--- src/rtl/box_draw_sched.sv ---
// Box-draw scheduler: queues cell redraw requests and board sweeps,
// issuing one 64x24 box at a time to the box drawer.
module box_draw_sched #(
    parameter int FIFO_DEPTH = 4,
    parameter int COLS       = 10,
    parameter int ROWS       = 20
) (
    input  logic       CLOCK_50,
    input  logic       resetn,
    input  logic       req_valid,
    input  logic [3:0] req_col,
    input  logic [4:0] req_row,
    input  logic [8:0] req_color,
    output logic       req_ready,
    input  logic       refresh,
    output logic [3:0] rd_col,
    output logic [4:0] rd_row,
    input  logic [8:0] rd_color,
    output logic       draw_start,
    output logic [9:0] draw_x0,
    output logic [8:0] draw_y0,
    output logic [8:0] draw_color,
    input  logic       draw_done,
    output logic       sweep_active,
    output logic       refresh_done,
    output logic       req_err
);

    localparam int AW = $clog2(FIFO_DEPTH);
    localparam logic [3:0] LAST_COL = 4'(COLS - 1);
    localparam logic [4:0] LAST_ROW = 5'(ROWS - 1);
    localparam logic [AW:0] FULL_CNT = (AW + 1)'(FIFO_DEPTH);

    typedef enum logic [1:0] {IDLE, FETCH, ISSUE, WAIT} state_t;

    state_t r_state, w_next;

    logic [17:0]   r_mem [FIFO_DEPTH];
    logic [AW-1:0] r_wp, r_rp;
    logic [AW:0]   r_cnt;

    logic [3:0] r_col;
    logic [4:0] r_row;
    logic       r_pend, r_again, r_active, r_last_sweep, r_is_sweep;
    logic       r_rdone, r_err;
    logic [9:0] r_x0;
    logic [8:0] r_y0, r_color;

    logic        w_in_range, w_accept, w_push, w_pop, w_empty;
    logic        w_sweep_req, w_grant_fifo, w_grant_sweep, w_sweep_start;
    logic        w_done, w_sweep_done, w_last_cell, w_last_done;
    logic [17:0] w_head;

    function automatic logic [8:0] f_y(input logic [4:0] r);
        return {r, 4'b0} + {1'b0, r, 3'b0};
    endfunction

    assign w_in_range = (req_col <= LAST_COL) && (req_row <= LAST_ROW);
    assign req_ready  = (r_cnt != FULL_CNT);
    assign w_accept   = req_valid & req_ready;
    assign w_push     = w_accept & w_in_range;
    assign w_empty    = (r_cnt == '0);
    assign w_head     = r_mem[r_rp];

    // Round-robin: the FIFO wins unless the sweep was passed over last time.
    assign w_sweep_req   = r_pend | r_active;
    assign w_grant_fifo  = (r_state == IDLE) & ~w_empty &
                           (~w_sweep_req | r_last_sweep);
    assign w_grant_sweep = (r_state == IDLE) & w_sweep_req & ~w_grant_fifo;
    assign w_sweep_start = w_grant_sweep & ~r_active;
    assign w_pop         = w_grant_fifo;

    assign w_done       = (r_state == WAIT) & draw_done;
    assign w_sweep_done = w_done & r_is_sweep;
    assign w_last_cell  = (r_col == LAST_COL) && (r_row == LAST_ROW);
    assign w_last_done  = w_sweep_done & w_last_cell;

    assign rd_col       = r_col;
    assign rd_row       = r_row;
    assign draw_start   = (r_state == ISSUE);
    assign draw_x0      = r_x0;
    assign draw_y0      = r_y0;
    assign draw_color   = r_color;
    assign sweep_active = r_active;
    assign refresh_done = r_rdone;
    assign req_err      = r_err;

    always_comb begin
        w_next = r_state;
        unique case (r_state)
            IDLE: begin
                if (w_grant_fifo)
                    w_next = ISSUE;
                else if (w_grant_sweep)
                    w_next = FETCH;
            end
            FETCH: w_next = ISSUE;
            ISSUE: w_next = WAIT;
            WAIT: begin
                if (draw_done)
                    w_next = IDLE;
            end
            default: w_next = IDLE;
        endcase
    end

    always_ff @(posedge CLOCK_50 or negedge resetn) begin
        if (!resetn)
            r_state <= IDLE;
        else
            r_state <= w_next;
    end

    always_ff @(posedge CLOCK_50) begin
        if (w_push)
            r_mem[r_wp] <= {req_col, req_row, req_color};
    end

    always_ff @(posedge CLOCK_50 or negedge resetn) begin
        if (!resetn) begin
            r_wp  <= '0;
            r_rp  <= '0;
            r_cnt <= '0;
            r_err <= 1'b0;
        end else begin
            r_err <= w_accept & ~w_in_range;
            if (w_push)
                r_wp <= r_wp + 1'b1;
            if (w_pop)
                r_rp <= r_rp + 1'b1;
            if (w_push && !w_pop)
                r_cnt <= r_cnt + 1'b1;
            else if (!w_push && w_pop)
                r_cnt <= r_cnt - 1'b1;
        end
    end

    always_ff @(posedge CLOCK_50 or negedge resetn) begin
        if (!resetn) begin
            r_x0         <= '0;
            r_y0         <= '0;
            r_color      <= '0;
            r_is_sweep   <= 1'b0;
            r_last_sweep <= 1'b1;
        end else begin
            if (w_grant_fifo) begin
                r_x0         <= {w_head[17:14], 6'b0};
                r_y0         <= f_y(w_head[13:9]);
                r_color      <= w_head[8:0];
                r_is_sweep   <= 1'b0;
                r_last_sweep <= 1'b0;
            end else if (w_grant_sweep) begin
                r_is_sweep   <= 1'b1;
                r_last_sweep <= 1'b1;
            end
            if (r_state == FETCH) begin
                r_x0    <= {r_col, 6'b0};
                r_y0    <= f_y(r_row);
                r_color <= rd_color;
            end
        end
    end

    // A refresh arriving mid-sweep is remembered and restarts the board.
    always_ff @(posedge CLOCK_50 or negedge resetn) begin
        if (!resetn) begin
            r_col    <= '0;
            r_row    <= '0;
            r_pend   <= 1'b0;
            r_again  <= 1'b0;
            r_active <= 1'b0;
            r_rdone  <= 1'b0;
        end else begin
            r_rdone <= w_last_done;
            if (w_sweep_done) begin
                if (r_col == LAST_COL) begin
                    r_col <= '0;
                    r_row <= (r_row == LAST_ROW) ? '0 : r_row + 1'b1;
                end else begin
                    r_col <= r_col + 1'b1;
                end
            end
            if (w_last_done) begin
                r_active <= 1'b0;
                r_pend   <= r_again | refresh;
                r_again  <= 1'b0;
            end else begin
                if (w_sweep_start) begin
                    r_active <= 1'b1;
                    r_pend   <= 1'b0;
                end else if (refresh && !r_active) begin
                    r_pend <= 1'b1;
                end
                if (refresh && (r_active || w_sweep_start))
                    r_again <= 1'b1;
            end
        end
    end

endmodule

--- config.mk ---
export PLATFORM = sky130hd
export DESIGN_NAME = box_draw_sched
export DESIGN_NICKNAME = d
export VERILOG_FILES = /design/src/rtl/box_draw_sched.sv
export SDC_FILE = /design/constraint.sdc
export NUM_CORES = 1
export LEC_CHECK = 0
export CAP_MARGIN = 20
export CORE_ASPECT_RATIO = 1.4
export CORE_MARGIN = 5
export CORE_UTILIZATION = 40
export CTS_CLUSTER_DIAMETER = 40
export DETAILED_ROUTE_END_ITERATION = 8
export DONT_BUFFER_PORTS = 1
export GPL_TIMING_DRIVEN = 1
export MAX_ROUTING_LAYER = met4
export SLEW_MARGIN = 20
export SYNTH_ARGS = -nofsm -noshare
export SYNTH_HDL_FRONTEND = slang
export SYNTH_SLANG_ARGS = --single-unit
--- constraint.sdc ---
create_clock -name CLOCK_50 -period 5.1 [get_ports CLOCK_50]
set_input_delay 1.53 -clock CLOCK_50 [delete_from_list [all_inputs] [get_ports CLOCK_50]]
set_output_delay 1.53 -clock CLOCK_50 [all_outputs]
set_load 0.02 [all_outputs]
Word-level counts from Yosys, hierarchy flattened
Memory sizes are Yosys's and may differ from the RTL's.
Cells that the tools add are included.
{ "word_totals": {"mem_count": 1, "reg_bits": 53, "input_bits": 32, "ram_bits": 72} }
{ "classes": {"bitwise_logic": 19, "n_eq_ne": 8, "add_sub_neg": 8, "n_reduce_logical": 20, "n_lt_le_gt_ge": 2, "muxes": 25} }
{ "memory_table": {"columns": ["memory", "depth", "word_bits", "read_ports", "rd_clocked_by_memory_dff", "write_ports", "line", "rtl"], "rows": [
  ["r_mem", 4, 18, 1, 0, 1, "38", "logic [17:0] r_mem [FIFO_DEPTH];"]
]} }
{ "op_table": {"columns": ["operator", "count"], "rows": [
  ["2-to-1 mux 9 bit", 4],
  ["2-to-1 mux 10 bit", 2],
  ["adder 9 x 8 -> 9 bit", 2],
  ["bitwise AND 1 bit", 11],
  ["2-to-1 mux 1 bit", 11],
  ["nonzero test 2 bit", 5],
  ["one-hot mux 2 bit (4 select lines)", 1],
  ["logical AND 1 bit", 6],
  ["2-to-1 mux 2 bit", 3],
  ["2-to-1 mux 3 bit", 2],
  ["inequality test 3 bit, second input constant", 2],
  ["adder 5 x 1 -> 5 bit, second input constant", 1],
  ["equality test 5 bit, second input constant", 1],
  ["less-or-equal comparator 5 bit, second input constant", 1],
  ["2-to-1 mux 5 bit", 1],
  ["NOT 1 bit", 5],
  ["adder 2 x 1 -> 2 bit, second input constant", 2],
  ["adder 4 x 1 -> 4 bit, second input constant", 1],
  ["equality test 2 bit, second input constant", 2],
  ["equality test 4 bit, second input constant", 1],
  ["less-or-equal comparator 4 bit, second input constant", 1],
  ["2-to-1 mux 4 bit", 1],
  ["AND reduction 2 bit", 2],
  ["adder 3 x 1 -> 3 bit, second input constant", 1],
  ["other kinds (9)", 13]
]} }

Logic depth before layout (Yosys ltp)
Gate-level depths: netlist of run 1.
{ "logic_depth": {"word_depth": 11, "depth_mapped": 13, "ltp_nobuf": 12} }

Worst setup path after synthesis of run 1
No wires, ideal clock.
{ "synth_path": {"path_kind": "input -> register", "start": "input req_col[1]", "end": "register r_cnt[2]", "cell_stages": 9, "required_ns": 5.021, "path_slack_ns": 1.909, "n_path_buf": 0, "setup_ns": 0.079, "arrival_time_ns": 3.112, "cell_sequence": "o21ai_0 nand2_1 nor2_1 ha_1 inv_1 fa_1 xor2_1 nor2_1 xor2_1"} }
{ "synth_between": {"elab_chain_len": 6, "elab_cells_between_ends": 8, "classes_between": "order compare: 1; mux: 1; bitwise: 1; reduce/logical: 5"} }
{ "synth_lines": {"columns": ["element", "line", "rtl"], "rows": [
  ["start: declaration", "11", "input logic [3:0] req_col,"],
  ["less-or-equal comparator 4 bit (*)", "58", "assign w_in_range = (req_col <= LAST_COL) && (req_row <= LAST_ROW);"],
  ["logical AND 1 bit (*)", "58", null],
  ["bitwise AND 1 bit (*)", "61", "assign w_push = w_accept & w_in_range;"],
  ["named net w_push", "49", "logic w_in_range, w_accept, w_push, w_pop, w_empty;"],
  ["logical NOT 1 bit", "133", "else if (!w_push && w_pop)"],
  ["logical AND 1 bit", "133", null],
  ["nonzero test 2 bit (no line)", null, null],
  ["end signal: assignment", "132", "r_cnt <= r_cnt + 1'b1;"],
  ["end signal: assignment", "134", "r_cnt <= r_cnt - 1'b1;"],
  ["end: declaration", "40", "logic [AW:0] r_cnt;"]
]} }
The timed path passes the listed nets; every way through them passes the cells marked *.
A chain may end at the register's enable or synchronous reset.

Final worst setup path of run 1
{ "layout_path": {"start": "input req_col[1]", "end": "memory r_mem[3][2] (enable)"} }
{ "layout_between": {"elab_chain_len": 5} }
{ "layout_lines": {"columns": ["element", "line", "rtl"], "rows": [
  ["less-or-equal comparator 4 bit", "58", null],
  ["logical AND 1 bit", "58", null],
  ["bitwise AND 1 bit", "61", null],
  ["named net w_push", "49", null],
  ["2-to-1 mux 1 bit", "115", "if (w_push)"],
  ["2-to-1 mux 1 bit (implied by the code)", "116", "r_mem[r_wp] <= {req_col, req_row, req_color};"],
  ["end: declaration", "38", null]
]} }
The timed path passes the listed nets, and every way through them passes these cells.

==> results of run 1 <==
-- per-layer routing --
layer  global-route usage  vias up  share of wire
li1                     -     1279              -
met2                0.210       77           0.50
met1                0.150     1348           0.40
met5                    -        -              0
met4               0.0480        0          0.012
met3               0.0719       12          0.083
-- layout by cell type, fill, tap and decap left out, types with 3 or more instances in the layout --
master and count:
sky130_fd_sc_hd__edfxtp_1 72, sky130_fd_sc_hd__clkbuf_16 17, sky130_fd_sc_hd__mux4_2 8, sky130_fd_sc_hd__xnor2_1 9, sky130_fd_sc_hd__o21ai_0 9, sky130_fd_sc_hd__nor2_1 17
sky130_fd_sc_hd__o21ai_1 15, sky130_fd_sc_hd__clkinv_1 3, sky130_fd_sc_hd__dfrtp_1 43, sky130_fd_sc_hd__conb_1 9, sky130_fd_sc_hd__inv_1 21, sky130_fd_sc_hd__ha_1 19
sky130_fd_sc_hd__a21o_1 6, sky130_fd_sc_hd__a21oi_1 16, sky130_fd_sc_hd__nand3_1 7, sky130_fd_sc_hd__mux4_1 10, sky130_fd_sc_hd__mux2i_1 17, sky130_fd_sc_hd__nand2_1 23
sky130_fd_sc_hd__mux2_2 3, sky130_fd_sc_hd__xor2_1 6, sky130_fd_sc_hd__and2_1 4, sky130_fd_sc_hd__clkinvlp_4 6, sky130_fd_sc_hd__fa_1 3
-- worst max path at each step --
stage / endpoint / slack (ns)
CTS: r_mem[1][2]$_DFFE_PP_ / 1.96
finish: r_mem[3][2]$_DFFE_PP_ / 2.03
floorplan: r_cnt[2]$_DFFE_PN0P_ / 1.91
global placement: r_mem[3][3]$_DFFE_PP_ / 1.54
detailed placement: r_mem[1][3]$_DFFE_PP_ / 1.52
global route: r_cnt[2]$_DFFE_PN0P_ / 1.78
-- state kept, by name (all words and copies together) (netlist names) --
name	flops
r_rp	2
r_mem	72
r_last_sweep	1
draw_x0	4
r_is_sweep	1
rd_col	4
r_state	2
rd_row	5
req_err	1
refresh_done	1
r_again	1
draw_color	9
draw_y0	6
sweep_active	1
r_pend	1
r_wp	2
r_cnt	3
-- final cells by class --
| cell class | instances | area [um2] | share of cell area |
|---|---|---|---|
| flip-flops and latches | 116 | 3260 | 0.561 |
| multi-input cells | 198 | 1720 | 0.295 |
| clock buffers | 18 | 429 | 0.0737 |
| well taps | 153 | 191 | 0.0329 |
| clock inverters | 14 | 114 | 0.0196 |
| inverters | 23 | 91.3 | 0.0157 |
| repair buffers | 2 | 15.0 | 0.00258 |
-- power groups by stage --
stage	logic (W)	registers, W	clock network [W]
global placement	0.00114	0.00158	0
floorplan	0.00109	0.00149	0
detailed placement	0.00117	0.00159	0
finish	0.00116	0.00156	0.00107
global route	0.00132	0.00159	0.00114
CTS	0.00118	0.00157	0.00109
-- cell families after synthesis --
logic type / after synthesis
flops: 116
simple gates: 63
compound gates: 51
buf+inv: 42
mux: 38
fa+ha+maj: 22
xor+xnor: 15
other cells: 1
-- worst max-delay path, cell delays in order --
cell                      delay, ns
sky130_fd_sc_hd__o21ai_0       0.30
sky130_fd_sc_hd__nand2_1       0.10
sky130_fd_sc_hd__nor2_1        0.34
sky130_fd_sc_hd__and2_1        0.82
-- stage by stage --
step,std cells,instance area (um2),hold slack (ns)
finish,524,5820,0.493
global route,524,5820,0.530
CTS,524,5820,0.493
detailed placement,492,5280,0.484
global placement,492,5280,0.496
floorplan,356,5280,0.464
==> parameters.txt, run 1 <==
Parameter                              Value

Outcome
  Status ... completed

Global routing
  Initial antenna violation count ... 0
  Wire length of the first global-routing pass ... roughly 15000 um
  GRT Total Usage ... 0.136
  GRT overflow ... 0
  Vias in the first global route ... roughly 2800
  Pin count of the biggest net entering global routing ... 45

Placed design
  Routability Congestion ... between 0.7 and 0.8
  Port Buf Inserts ... 0
  HPWL after detailed placement ... roughly 6600 um
  Setup WS pre-CTS ... between 1.5 and 2 ns

Finish
  Number of antenna diodes ... 0
  Number of fill cells ... between 1000 and 1500
  Area growth from synthesis to final layout ... 11.0%
  End-of-flow core utilization ... 0.452
  Final nets ... ~410
  Fraction of final layout cells with drive strength greater than 1 ... 0.135

STA
  Final setup skew ... between 0.01 and 0.015 ns
  Final TNS setup ... 0 ns
  Final cycle utilization of the critical path ... 0.603
  Slew of the pin with the lowest slew margin ... about 0.95 ns
  RSZ-0062 raised after global routing ... no
  # setup viols final ... 0
  Final worst-path setup slack ... around 2.0 ns
  Worst slew slack as a fraction of its limit ... 0.365
  Peak Freq ... 325 MHz
  Final Max Tran Viols ... 0
  Final hold vios ... 0
  Final critical path time including I/O delays and setup ... slightly above 3 ns

Floorplanning
  Core Rows ... 49
  Die W ... about 110 um
  Core area ... 0.0129 mm2
  Number of top-level design ports ... between 70 and 80
  Overall die height ... ~150 um
  Effective utilization at floorplan ... 0.407
  Floorplan die area ... 0.0155 mm2

Power and ir drop
  Clk pwr share ... 0.282
  Largest vdd supply drop ... between 0.0002 and 0.0003 V
  Internal portion of total power ... 0.00243 W
  Share of total power consumed by net switching ... 0.357
  Leak Pwr ... between 2 and 2.5 nW
  Power after layout ... approximately 0.0038 W
  Combinational power share ... 0.306
  Register share of total power ... 0.412
  Switching power ... around 0.0014 W
  Power density of the placed cells ... between 600 and 700 mW/mm2

Synthesis
  Adder and majority gate portion of the synthesized area ... 0.0568
  Portion of netlist area occupied by mux cells ... 0.123
  Post-synthesis cell type with the largest combined area ... sky130_fd_sc_hd__edfxtp_1
  Register bit count reported by yosys ... approximately 120
  Number of enable-type register cells in the synthesized netlist ... a little over 70
  Post-synthesis cell area ... 0.00525 mm2
  Leading cell type by number of instances after synthesis ... sky130_fd_sc_hd__edfxtp_1
  Instance count of the mapped netlist ... ~350
  Share of the synthesized area in compound gates (AO/OA/AOI/OAI) ... 0.0544
  Fraction of the mapped netlist area in simple logic gates ... 0.0613
  Number of warnings issued by yosys ... 0
  Number of distinct library cells after synthesis ... 42
  Most common flop cell mapped by yosys ... sky130_fd_sc_hd__edfxtp_1
  Top-area cell type share of the netlist area ... 0.412
  Mean instance size in the synthesized netlist ... between 15 and 20 um2
  Main combinational cell family by area after synthesis ... multiplexers
  Proportion of register bits with asynchronous set or reset after synthesis ... 0.379
  Post-synthesis sequential area ratio ... 0.622
  Commonest cells in the synthesized netlist ... sky130_fd_sc_hd__edfxtp_1, sky130_fd_sc_hd__dfrtp_1, sky130_fd_sc_hd__nand2_1, sky130_fd_sc_hd__inv_1, sky130_fd_sc_hd__ha_1
  XOR/XNOR share of the synthesized area ... 0.0250
  Synth area leaders ... sky130_fd_sc_hd__edfxtp_1, sky130_fd_sc_hd__dfrtp_1, sky130_fd_sc_hd__mux4_1, sky130_fd_sc_hd__ha_1, sky130_fd_sc_hd__mux4_2

Drt
  Total number of vias ... roughly 2700
  Routed Wire Length ... about 9500 um
  Drt first pass iters ... 5
  Average via count per standard cell ... ~5.2
  Starting DRC count in detailed routing ... 122
  Routed wirelength normalized by instance count ... 18.1 um
  Antenna-violating nets left ... 0
  DRC viols ... 0

Clock network
  Root buffer cell ... sky130_fd_sc_hd__clkbuf_16
  Cts repair resizes ... 0
  Number of levels in the clock H-tree ... 4
  Longest Clk Path Bufs ... 2
  Inserted Clock Buffers ... 17
  Clock tree from TritonCTS ... done
  Hold-fix buffers at CTS ... 0
  Clk slew on worst S/H paths ... approximately 0.05 ns
  Total number of clock tree sinks ... about 120
  Worst-Skew Late Latency ... between 0.4 and 0.5 ns
  Post-CTS Setup Inserts ... 0

Min path
  Min-delay worst type ... reg2reg
  Worst hold path depth ... 1
  Hold Path Sink ... r_cnt[2]$_DFFE_PN0P_
  Startpoint of the worst hold path ... r_cnt[2]$_DFFE_PN0P_

Critical path
  Required time at the endpoint of the critical path ... 5.13 ns
  CP endpoint kind ... flip-flop
  Critical path launch point ... req_col[1]
  Worst reg2reg path endpoint ... draw_y0[8]$_DFFE_PN0P_
  FF-to-FF Start ... r_rp[1]$_DFFE_PN0P_
  Crit start category ... input pin
  Arrival time of data at the critical path endpoint ... 3.11 ns
  Crit Path Class ... in2reg
  Critical Path Fanout Max ... 18
  FF-to-FF setup slack ... 2.45 ns
  R2R cell count ... 9

Flow run
  Max-cap check violation count ... 0
No activity file was read; power rests on OpenSTA's default activity.
==> run 2: changes to the inputs <==
==> constraint.sdc (replaced) <==
create_clock -name CLOCK_50 -period 2.5 [get_ports CLOCK_50]
set_input_delay 0.75 -clock CLOCK_50 [delete_from_list [all_inputs] [get_ports CLOCK_50]]
set_output_delay 0.75 -clock CLOCK_50 [all_outputs]
set_load 0.02 [all_outputs]
==> parameters.txt, run 2 (synthesis gave the netlist of run 1 again) <==
Parameter                              Value

Placed design
  HPWL after detailed placement ... about 6800 um
  Area of placed instances ... ~0.0054 mm2
  Post-Place Cells ... 503
  Routability Congestion ... 0.769
  Setup WS pre-CTS ... 0.0305 ns
  Port Buf Inserts ... 0

Floorplanning
  Die W ... approximately 110 um
  Number of top-level design ports ... 74
  Floorplan die area ... ~0.016 mm2
  Effective utilization at floorplan ... 0.407
  Core Rows ... just under 50
  Core area ... 0.0129 mm2
  Overall die height ... approximately 150 um

STA
  Final cycle utilization of the critical path ... 0.947
  Final Max Tran Viols ... 0
  Final worst-path setup slack ... about 0.13 ns
  Final setup skew ... 0.0102 ns
  Smallest hold slack ... 0.0391 ns
  # setup viols final ... 0
  Peak Freq ... 422 MHz
  Final hold vios ... 0
  Final critical path time including I/O delays and setup ... roughly 2.4 ns

Outcome
  Status ... completed

Global routing
  Wire length of the first global-routing pass ... roughly 15000 um
  Pin count of the biggest net entering global routing ... between 40 and 50
  GRT overflow ... 0
  GRT Total Usage ... 0.135
  Vias in the first global route ... around 2900
  Initial antenna violation count ... 0

Critical path
  FF-to-FF Start ... r_rp[0]$_DFFE_PN0P_
  R2R cell count ... 7
  Critical Path Fanout Max ... 4
  Crit start category ... flip-flop
  CP endpoint kind ... flip-flop
  Arrival time of data at the critical path endpoint ... 2.65 ns
  Crit Path Class ... reg2reg
  Worst reg2reg path endpoint ... draw_y0[8]$_DFFE_PN0P_
  FF-to-FF setup slack ... between 0.1 and 0.15 ns
  Required time at the endpoint of the critical path ... 2.78 ns

Drt
  Average via count per standard cell ... about 5.2
  DRC viols ... 0
  Routed Wire Length ... 9660 um
  Drt first pass iters ... 4
  Routed wirelength normalized by instance count ... ~18 um
  Antenna-violating nets left ... 0
  Starting DRC count in detailed routing ... between 150 and 200
  Total number of vias ... 2780

Power and ir drop
  Leak Pwr ... ~2.4 nW
  Power density of the placed cells ... 1330 mW/mm2
  Largest vdd supply drop ... 0.000501 V

Finish
  Total non-filler cell area in the finished layout ... between 0.005 and 0.006 mm2
  Filler-free cell count of the finished design ... roughly 530
  Number of antenna diodes ... 0
  Number of flip-flops under the largest register name ... 72
  Area growth from synthesis to final layout ... 14.0%
  Fraction of final layout cells with drive strength greater than 1 ... 0.158
  End-of-flow core utilization ... 0.464
  Most flop-heavy register ... r_mem
  Final nets ... ~420
  Most frequent standard cell in the layout excluding fill and tap cells ... sky130_fd_sc_hd__edfxtp_1
  Commonest cells after routing, fill and taps aside ... sky130_fd_sc_hd__edfxtp_1, sky130_fd_sc_hd__dfrtp_1, sky130_fd_sc_hd__nand2_1, sky130_fd_sc_hd__inv_1, sky130_fd_sc_hd__ha_1
  Number of fill cells ... 1114

Clock network
  Total number of clock tree sinks ... ~120
  Clock tree from TritonCTS ... done
  Longest Clk Path Bufs ... 2
  Inserted Clock Buffers ... 17
  Clk slew on worst S/H paths ... about 0.050 ns
  Number of levels in the clock H-tree ... 4
  Worst-Skew Late Latency ... 0.40 ns
  Root buffer cell ... sky130_fd_sc_hd__clkbuf_16

Min path
  Min-delay worst type ... in2async

Flow run
  Max-cap check violation count ... 0
==> run 2: changes by cell type in the layout (fill, tap and decap cells not counted), moves of 2 or more <==
cell                         delta
sky130_fd_sc_hd__buf_12         +4
sky130_fd_sc_hd__buf_4          +7
sky130_fd_sc_hd__bufinv_16      +2
sky130_fd_sc_hd__clkinvlp_4     -5
==> run 2: per-stage QoR <==
stage	total power, W	TNS, ns
floorplan	0.00525	0
global placement	0.00564	0
detailed placement	0.00573	0
CTS	0.00808	0
global route	0.00850	-0.00190
finish	0.00797	0
==> run 2: what timing repair did <==
item / CTS / global route
setup buffers: 0 / 0
endpoints found under the setup margin: 0 / 2
resized for setup: 0 / 2
hold buffers: 0 / 0
==> run 2: final cells by class <==
type	count	area, um2	area share
timing repair buffer	13	148	0.0247
multi-input combinational	198	1720	0.287
clock inverter	12	140	0.0234
sequential	116	3260	0.546
inverter	23	91.3	0.0153
clock buffer	18	429	0.0718
tap	153	191	0.0320
==> run 2: worst max-delay path by stage <==
stage / cells after the start / slack, ns / endpoint / startpoint
2_1_floorplan: 11 / 0.01 / draw_y0[8]$_DFFE_PN0P_ / r_rp[0]$_DFFE_PN0P_
3_3_place_gp: 9 / 0.06 / r_cnt[2]$_DFFE_PN0P_ / req_col[1]
3_5_place_dp: 9 / 0.03 / r_cnt[2]$_DFFE_PN0P_ / req_col[1]
4_1_cts: 9 / 0.11 / draw_y0[8]$_DFFE_PN0P_ / r_rp[0]$_DFFE_PN0P_
5_1_grt: 12 / -0.002 / r_cnt[2]$_DFFE_PN0P_ / r_state[0]$_DFFE_PN0P_
6_report: 7 / 0.13 / draw_y0[8]$_DFFE_PN0P_ / r_rp[0]$_DFFE_PN0P_
==> run 2: worst max-delay path, cell delays in order, from the launching register on <==
cell and delay [ns]:
sky130_fd_sc_hd__dfrtp_1 0.43, sky130_fd_sc_hd__buf_4 0.18, sky130_fd_sc_hd__mux4_2 0.55, sky130_fd_sc_hd__ha_1 0.36, sky130_fd_sc_hd__a21o_1 0.19, sky130_fd_sc_hd__a21oi_1 0.17, sky130_fd_sc_hd__xnor2_1 0.09, sky130_fd_sc_hd__a211o_1 0.28
==> run 2: routing by layer <==
layer,vias up,track usage,wire (um)
met4,0,0.0621,225
met1,1391,0.155,4010
met5,-,-,0
li1,1299,-,-
met3,15,0.0573,780
met2,75,0.205,4640
==> run 2: power by group <==
part,total [W],internal [W],switching [W]
Combinational,0.00249,0.00120,0.00129
Sequential,0.00315,0.00249,0.000654
Clock,0.00233,0.00154,0.000790
Total,0.00797,0.00523,0.00274
